## config.mk

```make
export PLATFORM = sky130hd
export DESIGN_NAME = noc_pe_ni
export DESIGN_NICKNAME = d
export VERILOG_FILES = /design/src/rtl/noc_pkg.sv /design/src/rtl/noc_ni_fifo.sv /design/src/rtl/noc_pe_ni.sv
export SDC_FILE = /design/constraint.sdc
export NUM_CORES = 1
export LEC_CHECK = 0
export CAP_MARGIN = 20
export CORE_MARGIN = 2
export CORE_UTILIZATION = 40
export DETAILED_ROUTE_END_ITERATION = 10
export REMOVE_ABC_BUFFERS = 1
export SLEW_MARGIN = 10
export SYNTH_ARGS = -nofsm -noshare
export SYNTH_HDL_FRONTEND = slang
export SYNTH_SLANG_ARGS = --single-unit
```

## constraint.sdc

```tcl
create_clock -name clk -period 5.3 [get_ports clk]
set_input_delay 1.06 -clock clk [delete_from_list [all_inputs] [get_ports clk]]
set_output_delay 1.06 -clock clk [all_outputs]
set_load 0.1 [all_outputs]
```

## src/rtl/noc_pkg.sv

```systemverilog
// rtl/noc_pkg.sv - shared NoC flit field layout, header pack/extract helpers and clog2
package noc_pkg;

    // Headers are handled as a fixed 32-bit word; X_SIZE+Y_SIZE must stay at or below 31.
    localparam int HDR_MAX = 32;
    typedef logic [HDR_MAX-1:0] hdr_t;

    // Flit layout: dest x at the bottom, dest y above it, payload on top.
    localparam int X_LSB = 0;

    function automatic int y_lsb(input int x_size);
        return x_size;
    endfunction

    function automatic int payload_lsb(input int x_size, input int y_size);
        return x_size + y_size;
    endfunction

    function automatic hdr_t hdr_pack(input int x_size, input hdr_t x, input hdr_t y);
        return (y << x_size) | x;
    endfunction

    function automatic hdr_t hdr_get_x(input int x_size, input hdr_t hdr);
        return (hdr >> X_LSB) & ((hdr_t'(1) << x_size) - hdr_t'(1));
    endfunction

    function automatic hdr_t hdr_get_y(input int x_size, input int y_size, input hdr_t hdr);
        return (hdr >> y_lsb(x_size)) & ((hdr_t'(1) << y_size) - hdr_t'(1));
    endfunction

    function automatic int clog2(input int v);
        int r;
        r = 0;
        for (int i = 0; i < 31; i++) begin
            if ((1 << i) < v) r = i + 1;
        end
        return r;
    endfunction

endpackage

```

## src/rtl/noc_ni_fifo.sv

```systemverilog
// rtl/noc_ni_fifo.sv - synchronous FIFO with full/empty/count, push+pop allowed when full
module noc_ni_fifo
    import noc_pkg::*;
#(
    parameter int WIDTH = 8,
    parameter int DEPTH = 4
) (
    input  logic                    clk,
    input  logic                    rstn,
    input  logic                    push,
    input  logic [WIDTH-1:0]        push_data,
    output logic                    full,
    input  logic                    pop,
    output logic [WIDTH-1:0]        pop_data,
    output logic                    empty,
    output logic [clog2(DEPTH):0]   count
);

    localparam int PW = clog2(DEPTH);
    localparam int CW = PW + 1;

    logic [PW-1:0]    wr_ptr_q, wr_ptr_d;
    logic [PW-1:0]    rd_ptr_q, rd_ptr_d;
    logic [CW-1:0]    count_q, count_d;
    logic [WIDTH-1:0] mem_q [DEPTH];
    logic [WIDTH-1:0] mem_d [DEPTH];
    logic             push_ok, pop_ok;

    assign full     = (count_q == CW'(DEPTH));
    assign empty    = (count_q == '0);
    assign count    = count_q;
    assign pop_data = mem_q[rd_ptr_q];

    // A pop in the same cycle frees the slot, so a full FIFO can still take a push.
    always_comb begin
        pop_ok   = pop && !empty;
        push_ok  = push && (!full || pop_ok);
        mem_d    = mem_q;
        wr_ptr_d = wr_ptr_q;
        rd_ptr_d = rd_ptr_q;
        if (push_ok) begin
            mem_d[wr_ptr_q] = push_data;
            wr_ptr_d        = wr_ptr_q + PW'(1);
        end
        if (pop_ok) begin
            rd_ptr_d = rd_ptr_q + PW'(1);
        end
        count_d = count_q + CW'(push_ok) - CW'(pop_ok);
    end

    // Pointers and occupancy; reset empties the FIFO.
    always_ff @(posedge clk) begin
        if (!rstn) begin
            wr_ptr_q <= '0;
            rd_ptr_q <= '0;
            count_q  <= '0;
        end else begin
            wr_ptr_q <= wr_ptr_d;
            rd_ptr_q <= rd_ptr_d;
            count_q  <= count_d;
        end
    end

    // Storage needs no reset; occupancy decides what is valid.
    always_ff @(posedge clk) begin
        mem_q <= mem_d;
    end

endmodule

```

## src/rtl/noc_pe_ni.sv

```systemverilog
// rtl/noc_pe_ni.sv - PE-side NoC network interface; NOC_NI_STATS_EN adds flit/drop counters
module noc_pe_ni
    import noc_pkg::*;
#(
    parameter int X_COORD     = 0,
    parameter int Y_COORD     = 0,
    parameter int DATA_WIDTH  = 32,
    parameter int X_SIZE      = 1,
    parameter int Y_SIZE      = 1,
    parameter int TOTAL_WIDTH = X_SIZE + Y_SIZE + DATA_WIDTH,
    parameter int TX_DEPTH    = 4,
    parameter int RX_DEPTH    = 4
) (
    input  logic                   clk,
    input  logic                   rstn,
    input  logic                   s_valid,
    output logic                   s_ready,
    input  logic [DATA_WIDTH-1:0]  s_data,
    input  logic [X_SIZE-1:0]      s_dest_x,
    input  logic [Y_SIZE-1:0]      s_dest_y,
    output logic                   sw_valid_o,
    input  logic                   sw_ready_i,
    output logic [TOTAL_WIDTH-1:0] sw_data_o,
    input  logic                   sw_valid_i,
    input  logic [TOTAL_WIDTH-1:0] sw_data_i,
    output logic                   m_valid,
    input  logic                   m_ready,
    output logic [DATA_WIDTH-1:0]  m_data,
    output logic                   rx_overflow,
    output logic                   rx_misroute
`ifdef NOC_NI_STATS_EN
    ,
    output logic [31:0]            tx_flit_count,
    output logic [31:0]            rx_flit_count,
    output logic [31:0]            rx_drop_count
`endif
);

    localparam int PLD_LSB = payload_lsb(X_SIZE, Y_SIZE);

    logic                       tx_push, tx_pop, tx_full, tx_empty;
    logic [TOTAL_WIDTH-1:0]     tx_flit;
    logic [clog2(TX_DEPTH):0]   tx_count;
    logic                       rx_push, rx_pop, rx_full, rx_empty, rx_drop, rx_bad;
    logic [clog2(RX_DEPTH):0]   rx_count;
    logic [DATA_WIDTH-1:0]      rx_payload;
    hdr_t                       tx_hdr, rx_hdr;
    logic                       overflow_q, overflow_d;
    logic                       misroute_q, misroute_d;
    logic                       unused_counts;

    // Occupancy counts are kept for debug visibility only.
    assign unused_counts = ^{tx_count, rx_count};

    // TX side: build the flit and handshake with PE and switch; valid never looks at ready.
    always_comb begin
        tx_hdr     = hdr_pack(X_SIZE, hdr_t'(s_dest_x), hdr_t'(s_dest_y));
        tx_flit    = {s_data, tx_hdr[PLD_LSB-1:0]};
        s_ready    = rstn && !tx_full;
        tx_push    = s_valid && s_ready;
        sw_valid_o = !tx_empty;
        tx_pop     = sw_valid_o && sw_ready_i;
    end

    // RX side: every offered flit is taken or dropped this cycle; header checked against our node.
    always_comb begin
        m_valid    = !rx_empty;
        rx_pop     = m_valid && m_ready;
        rx_push    = sw_valid_i && (!rx_full || rx_pop);
        rx_drop    = sw_valid_i && rx_full && !rx_pop;
        rx_payload = sw_data_i[TOTAL_WIDTH-1:PLD_LSB];
        rx_hdr     = hdr_t'(sw_data_i[PLD_LSB-1:0]);
        rx_bad     = sw_valid_i &&
                     ((hdr_get_x(X_SIZE, rx_hdr) != hdr_t'(X_COORD)) ||
                      (hdr_get_y(X_SIZE, Y_SIZE, rx_hdr) != hdr_t'(Y_COORD)));
        overflow_d = overflow_q || rx_drop;
        misroute_d = misroute_q || rx_bad;
    end

    // Sticky error flags, cleared only by reset.
    always_ff @(posedge clk) begin
        if (!rstn) begin
            overflow_q <= 1'b0;
            misroute_q <= 1'b0;
        end else begin
            overflow_q <= overflow_d;
            misroute_q <= misroute_d;
        end
    end

    assign rx_overflow = overflow_q;
    assign rx_misroute = misroute_q;

    noc_ni_fifo #(
        .WIDTH (TOTAL_WIDTH),
        .DEPTH (TX_DEPTH)
    ) u_tx_fifo (
        .clk       (clk),
        .rstn      (rstn),
        .push      (tx_push),
        .push_data (tx_flit),
        .full      (tx_full),
        .pop       (tx_pop),
        .pop_data  (sw_data_o),
        .empty     (tx_empty),
        .count     (tx_count)
    );

    noc_ni_fifo #(
        .WIDTH (DATA_WIDTH),
        .DEPTH (RX_DEPTH)
    ) u_rx_fifo (
        .clk       (clk),
        .rstn      (rstn),
        .push      (rx_push),
        .push_data (rx_payload),
        .full      (rx_full),
        .pop       (rx_pop),
        .pop_data  (m_data),
        .empty     (rx_empty),
        .count     (rx_count)
    );

`ifdef NOC_NI_STATS_EN
    logic [31:0] tx_cnt_q, tx_cnt_d;
    logic [31:0] rx_cnt_q, rx_cnt_d;
    logic [31:0] drop_cnt_q, drop_cnt_d;

    // Wrapping traffic counters.
    always_comb begin
        tx_cnt_d   = tx_cnt_q + 32'(tx_pop);
        rx_cnt_d   = rx_cnt_q + 32'(rx_push);
        drop_cnt_d = drop_cnt_q + 32'(rx_drop);
    end

    // Counter state, cleared by reset.
    always_ff @(posedge clk) begin
        if (!rstn) begin
            tx_cnt_q   <= '0;
            rx_cnt_q   <= '0;
            drop_cnt_q <= '0;
        end else begin
            tx_cnt_q   <= tx_cnt_d;
            rx_cnt_q   <= rx_cnt_d;
            drop_cnt_q <= drop_cnt_d;
        end
    end

    assign tx_flit_count = tx_cnt_q;
    assign rx_flit_count = rx_cnt_q;
    assign rx_drop_count = drop_cnt_q;
`endif

endmodule
```

==> impl_metrics.env, run 1 <==
export IMPL_ys_seq_area_frac=0.782
export IMPL_synth_distinct_cells=26
export IMPL_rows=59
export IMPL_clockRootBuffer="clkbuf_16"
export IMPL_fmax_ghz=0.235
export IMPL_antenna_cells=0
export IMPL_synth_top_cell_area_share=0.752
export IMPL_end_kind="output port"
export IMPL_crit_family="buffers and inverters"
export IMPL_crit_required_ns=4.24
export IMPL_clock_sinks=280
export IMPL_initial_core_util=0.406
export IMPL_cts_resized=0
export IMPL_reg2reg_to="u_rx_fifo.mem_q[3]"
export IMPL_crit_fanout=30
export IMPL_grt_ovfl_total=0
export IMPL_tightest_slew_ns=1.06
export IMPL_fin_nets=688
export IMPL_max_stage_delay_ns=0.99
export IMPL_fp_dieW_um=166
export IMPL_crit_type="reg2out"
export IMPL_holdBufCountCts=0
export IMPL_die_h_um=166
export IMPL_gp_congestion=0.681
export IMPL_drc=0
export IMPL_syn_inst=442
export IMPL_cts_tree="yes"
export IMPL_crit_arrival_ns=3.19
export IMPL_antenna_found_initial=1
export IMPL_cts_setup_buffers=0
export IMPL_grt_pass1_wl_um=29600
export IMPL_finalMaxSlewViolations=0
export IMPL_worstHoldStart="rx_misroute"
export IMPL_clk_insertion_delay_late_ns=0.54
export IMPL_tns_ns=0
export IMPL_drt_iter0_markers=351
export IMPL_crit_start="u_tx_fifo.rd_ptr_q[0]"
export IMPL_synth_most_common_cell="edfxtp_1"
export IMPL_slowest_stage="clkdlybuf4s50_1"
export IMPL_detail_route_first_pass_iterations=4
export IMPL_clock_path_buffers=3
export IMPL_p_total_mw=7.39
export IMPL_final_area_um2=13100
export IMPL_routedWlPerCell_um=20.2
export IMPL_relSlewSlack=0.288
export IMPL_crit_chain="buf_4 -> mux4_1 -> clkdlybuf4s50_1"
export IMPL_synth_area_leaders="edfxtp_1 (75%), mux4_2 (13%), dfxtp_1 (3.0%)"
export IMPL_synth_flop_cell="edfxtp_1"
export IMPL_ff2ff_setup_slack_ns=3.06
export IMPL_status="finished, final reports clean"
export IMPL_ant_nets=0
export IMPL_grt_max_degree=36
export IMPL_synthArstFlopShare=0
export IMPL_reg2regPathDepth=3
export IMPL_powerDensity_nw_per_um2=565
export IMPL_io_pins=145
export IMPL_utilization=0.503
export IMPL_die_area_um2=27700
export IMPL_final_fill_count=2119
export IMPL_cp_endpoint="sw_data_o[26]"
export IMPL_setup_viol=0
export IMPL_hold_viol_final=0
export IMPL_viasPerCell=5.06
export IMPL_grt_use_total=0.137
export IMPL_min_path_type="reg2reg"
export IMPL_vias=4830
export IMPL_post_synth_top_area_cell="edfxtp_1"
export IMPL_synth_seq_cells=280
export IMPL_cp_start_kind="flip-flop"
export IMPL_clk_pin_slew_ns=0.06
export IMPL_r2r_start="u_rx_fifo.count[1]"
export IMPL_rsz0062_at_grt="false"
export IMPL_worst_path_buf_inv=2
export IMPL_syn_area_um2=10500
export IMPL_htreeDepth=1
export IMPL_numCtsBuffers=29
export IMPL_drive_above_1_share=0.176
export IMPL_maxCapViolCount=0
export IMPL_core_area_um2=26000
export IMPL_portBuffers=144
export IMPL_syn_avg_cell_area_um2=23.9
export IMPL_ir_drop_mv=0.357
export IMPL_timing_final_crit_period_ns=4.25
export IMPL_synth_commonest_cells="edfxtp_1 (264), mux4_2 (61), dfxtp_1 (16)"
export IMPL_grt_pass1_vias=5218
export IMPL_worstHoldPathCells=1
export IMPL_dpl_cell_area_um2=12200
export IMPL_synth_edf_count=264
export IMPL_multi_input_area_um2=2070
export IMPL_place_hpwl_um=11400
export IMPL_routed_wl_um=19300
export IMPL_seq_area_um2=8250
export IMPL_path_depth=3
export IMPL_fin_skew_ns=0.0136
export IMPL_yosysWarnings=0
export IMPL_leakage_nw=4.15
export IMPL_period_share=0.802
export IMPL_syn2layout_area_growth_pct=24.0
## cells by family (layout without fill, tap and decap cells)
family / count (synthesis) / in the layout / share of synthesized area
DFF: 280 / 280 / 0.782
muxes: 70 / 70 / 0.147
and+or+nand+nor: 31 / 31 / 0.0173
buffers and inverters: 30 / 208 / 0.0227
adders and majority gates: 14 / 14 / 0.0180
AOI/OAI and AO/OA: 9 / 9 / 0.00676
xor gates and xnor gates: 8 / 8 / 0.00664
## power by group
group	total (mW)	leakage (nW)	switching, mW	internal (mW)
Clock	1.81	0.403	0.759	1.05
Sequential	2.73	2.54	0.117	2.62
Combinational	2.85	1.21	2.05	0.805
Total	7.39	4.15	2.92	4.47
## worst min-delay path by stage
stage	slack (ns)	end
6_report	0.47	rx_misroute
5_1_grt	0.50	rx_misroute
4_1_cts	0.47	rx_misroute
3_5_place_dp	0.46	rx_misroute
3_3_place_gp	0.45	rx_misroute
2_1_floorplan	0.47	u_rx_fifo.wr_ptr_q[1]
## stage by stage
stage	worst slack [ns]	instances	hold WS (ns)
3_3_place_gp	1.56	904	0.449
6_report	1.05	955	0.465
4_1_cts	0.947	955	0.474
5_1_grt	0.883	955	0.501
3_5_place_dp	1.55	904	0.460
2_1_floorplan	0.991	423	0.468
## routing by layer
metal / vias up / GRT usage / share of wire
li1: 2142 / - / -
met1: 2512 / 0.171 / 0.40
met2: 147 / 0.232 / 0.49
met3: 29 / 0.0455 / 0.079
met4: 0 / 0.0364 / 0.024
met5: - / 0 / 0
## flip-flops by register name (all words and copies together), names as in the netlist
signal and cells:
u_tx_fifo.wr_ptr_q 2, rx_misroute 1, u_rx_fifo.rd_ptr_q 2, u_tx_fifo.mem_q 136, u_tx_fifo.count 3, u_rx_fifo.wr_ptr_q 2
u_rx_fifo.count 3, u_tx_fifo.rd_ptr_q 2, rx_overflow 1, u_rx_fifo.mem_q 128
## area by class of cell
cell class                      count  area share
Clock buffer                       41      0.0589
Clock inverter                     10     0.00526
Tap cell                          335      0.0321
Timing Repair Buffer              146       0.111
Multi-Input combinational cell    132       0.158
Sequential cell                   280       0.631
Inverter                           11     0.00316
## layout by cell type (no fill, tap or decap), drive strengths merged
cell type	n
clkbuf	41
inv	12
o311ai	2
dfxtp	16
xnor2	8
nand2	7
nor2	1
fa	2
nor2b	6
ha	12
a21oi	2
o31a	2
bufinv	1
or3	2
mux2i	4
and2	14
buf	3
a21boi	1
o21a	2
clkinv	8
nor4b	1
mux4	66
edfxtp	264
clkdlybuf4s50	143
Power figures use the tool's default switching activity.
==> inputs of run 2 (changes only) <==
==> constraint.sdc (replaced) <==
create_clock -name clk -period 4.2 [get_ports clk]
set_input_delay 0.84 -clock clk [delete_from_list [all_inputs] [get_ports clk]]
set_output_delay 0.84 -clock clk [all_outputs]
set_load 0.1 [all_outputs]
==> run 2 against run 1 <==
Clock skew down 0.0062 ns. Cell count up 0.94%. Flip-flop and latch count unchanged. Combinational power up 24%. Cell area down 0.29%. Highest routed layer unchanged.
==> impl_metrics.env, run 2 (synthesis results as in run 1) <==
export IMPL_status="finished, final reports clean"
export IMPL_finalMaxSlewViolations=0
export IMPL_final_cell_mix="edfxtp_1 (264), clkdlybuf4s50_1 (77), buf_4 (76)"
export IMPL_p_total_mw=9.41
export IMPL_period_share=0.751
export IMPL_clockRootBuffer="clkbuf_16"
export IMPL_fin_nets=695
export IMPL_powerDensity_nw_per_um2=722
export IMPL_cts_resized=0
export IMPL_fin_ws_ns=1.04
export IMPL_rsz0062_at_grt="false"
export IMPL_grt_ovfl_total=0
export IMPL_ir_drop_mv=0.556
export IMPL_crit_arrival_ns=2.32
export IMPL_htreeDepth=1
export IMPL_clk_pin_slew_ns=0.06
export IMPL_holdBufCountCts=0
export IMPL_final_common_cell="edfxtp_1"
export IMPL_fmax_ghz=0.317
export IMPL_clk_insertion_delay_late_ns=0.53
export IMPL_grt_use_total=0.133
export IMPL_antenna_cells=0
export IMPL_largest_register_ffs=136
export IMPL_die_h_um=166
export IMPL_cts_setup_buffers=0
export IMPL_numCtsBuffers=29
export IMPL_clock_sinks=280
export IMPL_drive_above_1_share=0.300
export IMPL_ant_nets=0
export IMPL_crit_fanout=13
export IMPL_hold_viol_final=0
export IMPL_end_kind="output port"
export IMPL_relSlewSlack=0.346
export IMPL_vias=4847
export IMPL_antenna_found_initial=0
export IMPL_fin_skew_ns=0.00742
export IMPL_top_register="u_tx_fifo.mem_q"
export IMPL_drt_iter0_markers=337
export IMPL_min_path_type="reg2reg"
export IMPL_multi_input_area_um2=2070
export IMPL_routedWlPerCell_um=19.6
export IMPL_fp_dieW_um=166
export IMPL_seq_area_um2=8250
export IMPL_final_fill_count=2109
export IMPL_routed_wl_um=18900
export IMPL_detail_route_first_pass_iterations=4
export IMPL_clock_path_buffers=3
export IMPL_viasPerCell=5.03
export IMPL_preCtsSetupSlack_ns=1.07
export IMPL_portBuffers=144
export IMPL_tightest_slew_ns=0.977
export IMPL_setup_viol=0
export IMPL_reg_largest_list="u_tx_fifo.mem_q: 136 flops, u_rx_fifo.mem_q: 128 flops"
export IMPL_max_stage_delay_ns=0.60
export IMPL_crit_required_ns=3.36
export IMPL_syn2layout_area_growth_pct=23.6
export IMPL_crit_top_cell="buf_4"
export IMPL_io_pins=145
export IMPL_grt_pass1_vias=5209
export IMPL_place_hpwl_um=11800
export IMPL_die_area_um2=27700
export IMPL_tns_ns=0
export IMPL_rows=59
export IMPL_crit_type="reg2out"
export IMPL_grt_pass1_wl_um=28700
export IMPL_gp_congestion=0.675
export IMPL_grt_max_degree=36
export IMPL_initial_core_util=0.406
export IMPL_leakage_nw=4.30
export IMPL_timing_final_crit_period_ns=3.16
export IMPL_cp_start_kind="flip-flop"
export IMPL_drc=0
export IMPL_crit_chain="buf_4 -> mux4_2 -> buf_4"
export IMPL_maxCapViolCount=0
export IMPL_slowest_stage="dfxtp_2"
export IMPL_cts_tree="yes"
export IMPL_core_area_um2=26000
run 2: worst paths after layout:
| path | slack, ns | cells past startpoint | from | to |
|---|---|---|---|---|
| min | 0.47 | 1 | rx_misroute | rx_misroute |
| max reg2reg | 2.01 | 3 | u_rx_fifo.count[1] | u_rx_fifo.mem_q[98] |
| max | 1.04 | 3 | u_rx_fifo.rd_ptr_q[0] | m_data[26] |
| min reg2reg | 0.47 | 1 | rx_misroute | rx_misroute |
run 2: where the power goes:
part           switching (mW)  internal [mW]
logic                    2.58          0.946
clock network           0.968           1.45
registers               0.163           3.30
run 2: area by class of cell:
type                    instances  share of cell area
flip-flops and latches        280               0.633
multi-input cells             132               0.159
repair buffers                153               0.103
clock buffers                  40              0.0620
well taps                     335              0.0321
clock inverters                13             0.00816
inverters                      11             0.00317
run 2: through the flow:
step / std cells / cell area [um^2] / hold slack [ns] / util
finish: 964 / 13000 / 0.468 / 0.502
global route: 964 / 13000 / 0.505 / 0.502
CTS: 964 / 13000 / 0.474 / 0.502
detailed placement: 911 / 12100 / 0.457 / 0.467
global placement: 911 / 12100 / 0.455 / 0.467
floorplan: 423 / 10300 / 0.468 / -
run 2: worst max-delay path: cells and delay by family (launching register included):
kind | cells | cell delay [ns]
flip-flops | 1 | 0.60
multiplexers | 1 | 0.58
buffers and inverters | 2 | 0.61
run 2: routing by layer:
layer / up-vias / part of all wire / global-route usage
li1: 2161 / - / -
met1: 2491 / 0.42 / 0.169
met4: 0 / 0.026 / 0.0382
met2: 161 / 0.48 / 0.223
met3: 34 / 0.078 / 0.0422
met5: - / 0 / 0
==> inputs of run 3 (changes only) <==
==> constraint.sdc (replaced) <==
create_clock -name clk -period 3.1 [get_ports clk]
set_input_delay 0.62 -clock clk [delete_from_list [all_inputs] [get_ports clk]]
set_output_delay 0.62 -clock clk [all_outputs]
set_load 0.1 [all_outputs]
==> run 3 against run 2 <==
Via count increased by 0.19%. Cell area increased by 1.9%. First-iteration DRC count increased by 9.8%. Flip-flop and latch count unchanged. Critical path depth unchanged. Clock-buffer cell count decreased by 3. Worst setup slack got worse by 0.82 ns. Largest cell class unchanged. Clock power increased by 43%.
==> impl_metrics.env, run 3 (synthesis results as in run 1) <==
export IMPL_fin_cells=970
export IMPL_end_kind="output port"
export IMPL_cts_resized=0
export IMPL_p_sw_frac=0.390
export IMPL_hold_end="rx_misroute"
export IMPL_final_fill_count=2099
export IMPL_leakage_nw=4.40
export IMPL_hold_viol_final=0
export IMPL_status="finished, final reports clean"
export IMPL_period_share=0.927
export IMPL_relSlewSlack=0.646
export IMPL_antenna_found_initial=0
export IMPL_fp_dieW_um=166
export IMPL_ant_nets=0
export IMPL_intPower_mw=7.94
export IMPL_htreeDepth=1
export IMPL_setup_viol=0
export IMPL_timing_final_crit_period_ns=2.87
export IMPL_core_area_um2=26000
export IMPL_fin_ws_ns=0.227
export IMPL_routedWlPerCell_um=19.7
export IMPL_grt_ovfl_total=0
export IMPL_gp_congestion=0.702
export IMPL_clk_insertion_delay_late_ns=0.53
export IMPL_numCtsBuffers=28
export IMPL_largest_register_ffs=136
export IMPL_grt_pass1_vias=5346
export IMPL_preCtsSetupSlack_ns=0.366
export IMPL_syn2layout_area_growth_pct=26.0
export IMPL_drive_above_1_share=0.329
export IMPL_io_pins=145
export IMPL_final_cell_mix="edfxtp_1 (264), buf_4 (75), clkdlybuf4s50_1 (73)"
export IMPL_powerDensity_nw_per_um2=979
export IMPL_clockRootBuffer="clkbuf_16"
export IMPL_grt_max_degree=36
export IMPL_final_common_cell="edfxtp_1"
export IMPL_holdBufCountCts=0
export IMPL_viasPerCell=5.01
export IMPL_worst_path_buf_inv=2
export IMPL_cp_start_kind="flip-flop"
export IMPL_crit_family="multiplexers"
export IMPL_tightest_slew_ns=0.531
export IMPL_worstHoldStart="rx_misroute"
export IMPL_antenna_cells=0
export IMPL_max_stage_delay_ns=0.67
export IMPL_routed_wl_um=19100
export IMPL_reg2reg_to="u_tx_fifo.count[2]"
export IMPL_reg2regPathDepth=9
export IMPL_crit_arrival_ns=2.25
export IMPL_clock_path_buffers=3
export IMPL_clk_pin_slew_ns=0.07
export IMPL_rows=59
export IMPL_finalMaxSlewViolations=0
export IMPL_clock_power_share=0.266
export IMPL_crit_fanout=31
export IMPL_switchingPower_mw=5.08
export IMPL_die_area_um2=27700
export IMPL_slowest_stage="mux4_1"
export IMPL_vias=4856
export IMPL_pwr_share_seq=0.354
export IMPL_drt_iter0_markers=370
export IMPL_r2r_start="u_tx_fifo.count[1]"
export IMPL_fin_nets=701
export IMPL_ff2ff_setup_slack_ns=0.91
export IMPL_rsz0062_at_grt="false"
export IMPL_pwr_share_comb=0.380
export IMPL_detail_route_first_pass_iterations=6
export IMPL_grt_use_total=0.139
export IMPL_maxCapViolCount=0
export IMPL_top_register="u_tx_fifo.mem_q"
export IMPL_fmax_ghz=0.348
export IMPL_dp_cells=918
export IMPL_place_hpwl_um=11700
export IMPL_crit_required_ns=2.48
export IMPL_seq_area_um2=8250
export IMPL_reg_largest_list="u_tx_fifo.mem_q: 136 flops, u_rx_fifo.mem_q: 128 flops"
export IMPL_ir_drop_mv=0.722
export IMPL_fin_skew_ns=0.00794
export IMPL_portBuffers=144
export IMPL_grt_pass1_wl_um=30000
export IMPL_crit_chain="buf_12 -> mux4_1 -> buf_4"
export IMPL_crit_type="reg2out"
export IMPL_initial_core_util=0.406
export IMPL_die_h_um=166
export IMPL_min_path_type="reg2reg"
export IMPL_drc=0
export IMPL_multi_input_area_um2=2070
export IMPL_worstHoldPathCells=1
export IMPL_cts_setup_buffers=0
export IMPL_clock_sinks=280
export IMPL_cts_tree="yes"
## run 3: cell types whose count changed in the layout (fill, tap and decap cells not counted), moves of 3 or more
cell             delta
clkdlybuf4s50_1     -4
clkinvlp_4          +4
clkbuf_1            -3
buf_12             +12
clkinv_1            -7
## run 3: worst reg2reg max path: cells and delay by family (launching register included)
kind,cells,cell delay [ns]
XOR/XNOR,2,0.30
buffers and inverters,2,0.11
flip-flops,1,0.39
AO/OA/AOI/OAI,1,0.35
adder cells (fa/ha/maj),3,0.78
AND/OR/NAND/NOR,1,0.16
## run 3: area by class of cell
cell class	count	share of cell area
clock buffers	37	0.0591
clock inverters	15	0.0142
inverters	11	0.00311
multi-input cells	132	0.156
flip-flops and latches	280	0.621
well taps	335	0.0315
repair buffers	160	0.115
## run 3: worst max path at each step
| stage | from | to | cells past startpoint |
|---|---|---|---|
| 5_1_grt | u_tx_fifo.rd_ptr_q[0] | sw_data_o[25] | 3 |
| 4_1_cts | u_tx_fifo.rd_ptr_q[0] | sw_data_o[25] | 3 |
| 6_report | u_tx_fifo.rd_ptr_q[0] | sw_data_o[25] | 3 |
| 3_5_place_dp | m_ready | u_rx_fifo.count[2] | 10 |
| 2_1_floorplan | rstn | s_ready | 1 |
| 3_3_place_gp | m_ready | u_rx_fifo.count[2] | 10 |
## run 3: per-layer routing
metal  global-route usage  routed length (um)
met5                    0                   0
met4               0.0364                 413
met3               0.0448                1450
met2                0.246                9740
met1                0.163                7540
## run 3: power groups by stage
stage	sequential, mW	clock, mW	combinational [mW]
after global routing	4.64	3.71	5.15
after CTS	4.61	3.56	5.01
after floorplan	4.84	0	3.69
final	4.61	3.47	4.94
after global placement	4.67	0	4.97
after detailed placement	4.69	0	5.00
## run 3: metrics by stage
stage	hold slack (ns)	TNS, ns	total power, mW	utilization	instance area (um^2)
after floorplan	0.468	-1.39	8.53	-	10300
after global placement	0.455	0	9.64	0.474	12300
after detailed placement	0.472	0	9.70	0.474	12300
after CTS	0.487	0	13.2	0.512	13300
after global routing	0.509	0	13.5	0.512	13300
final	0.481	0	13.0	0.512	13300
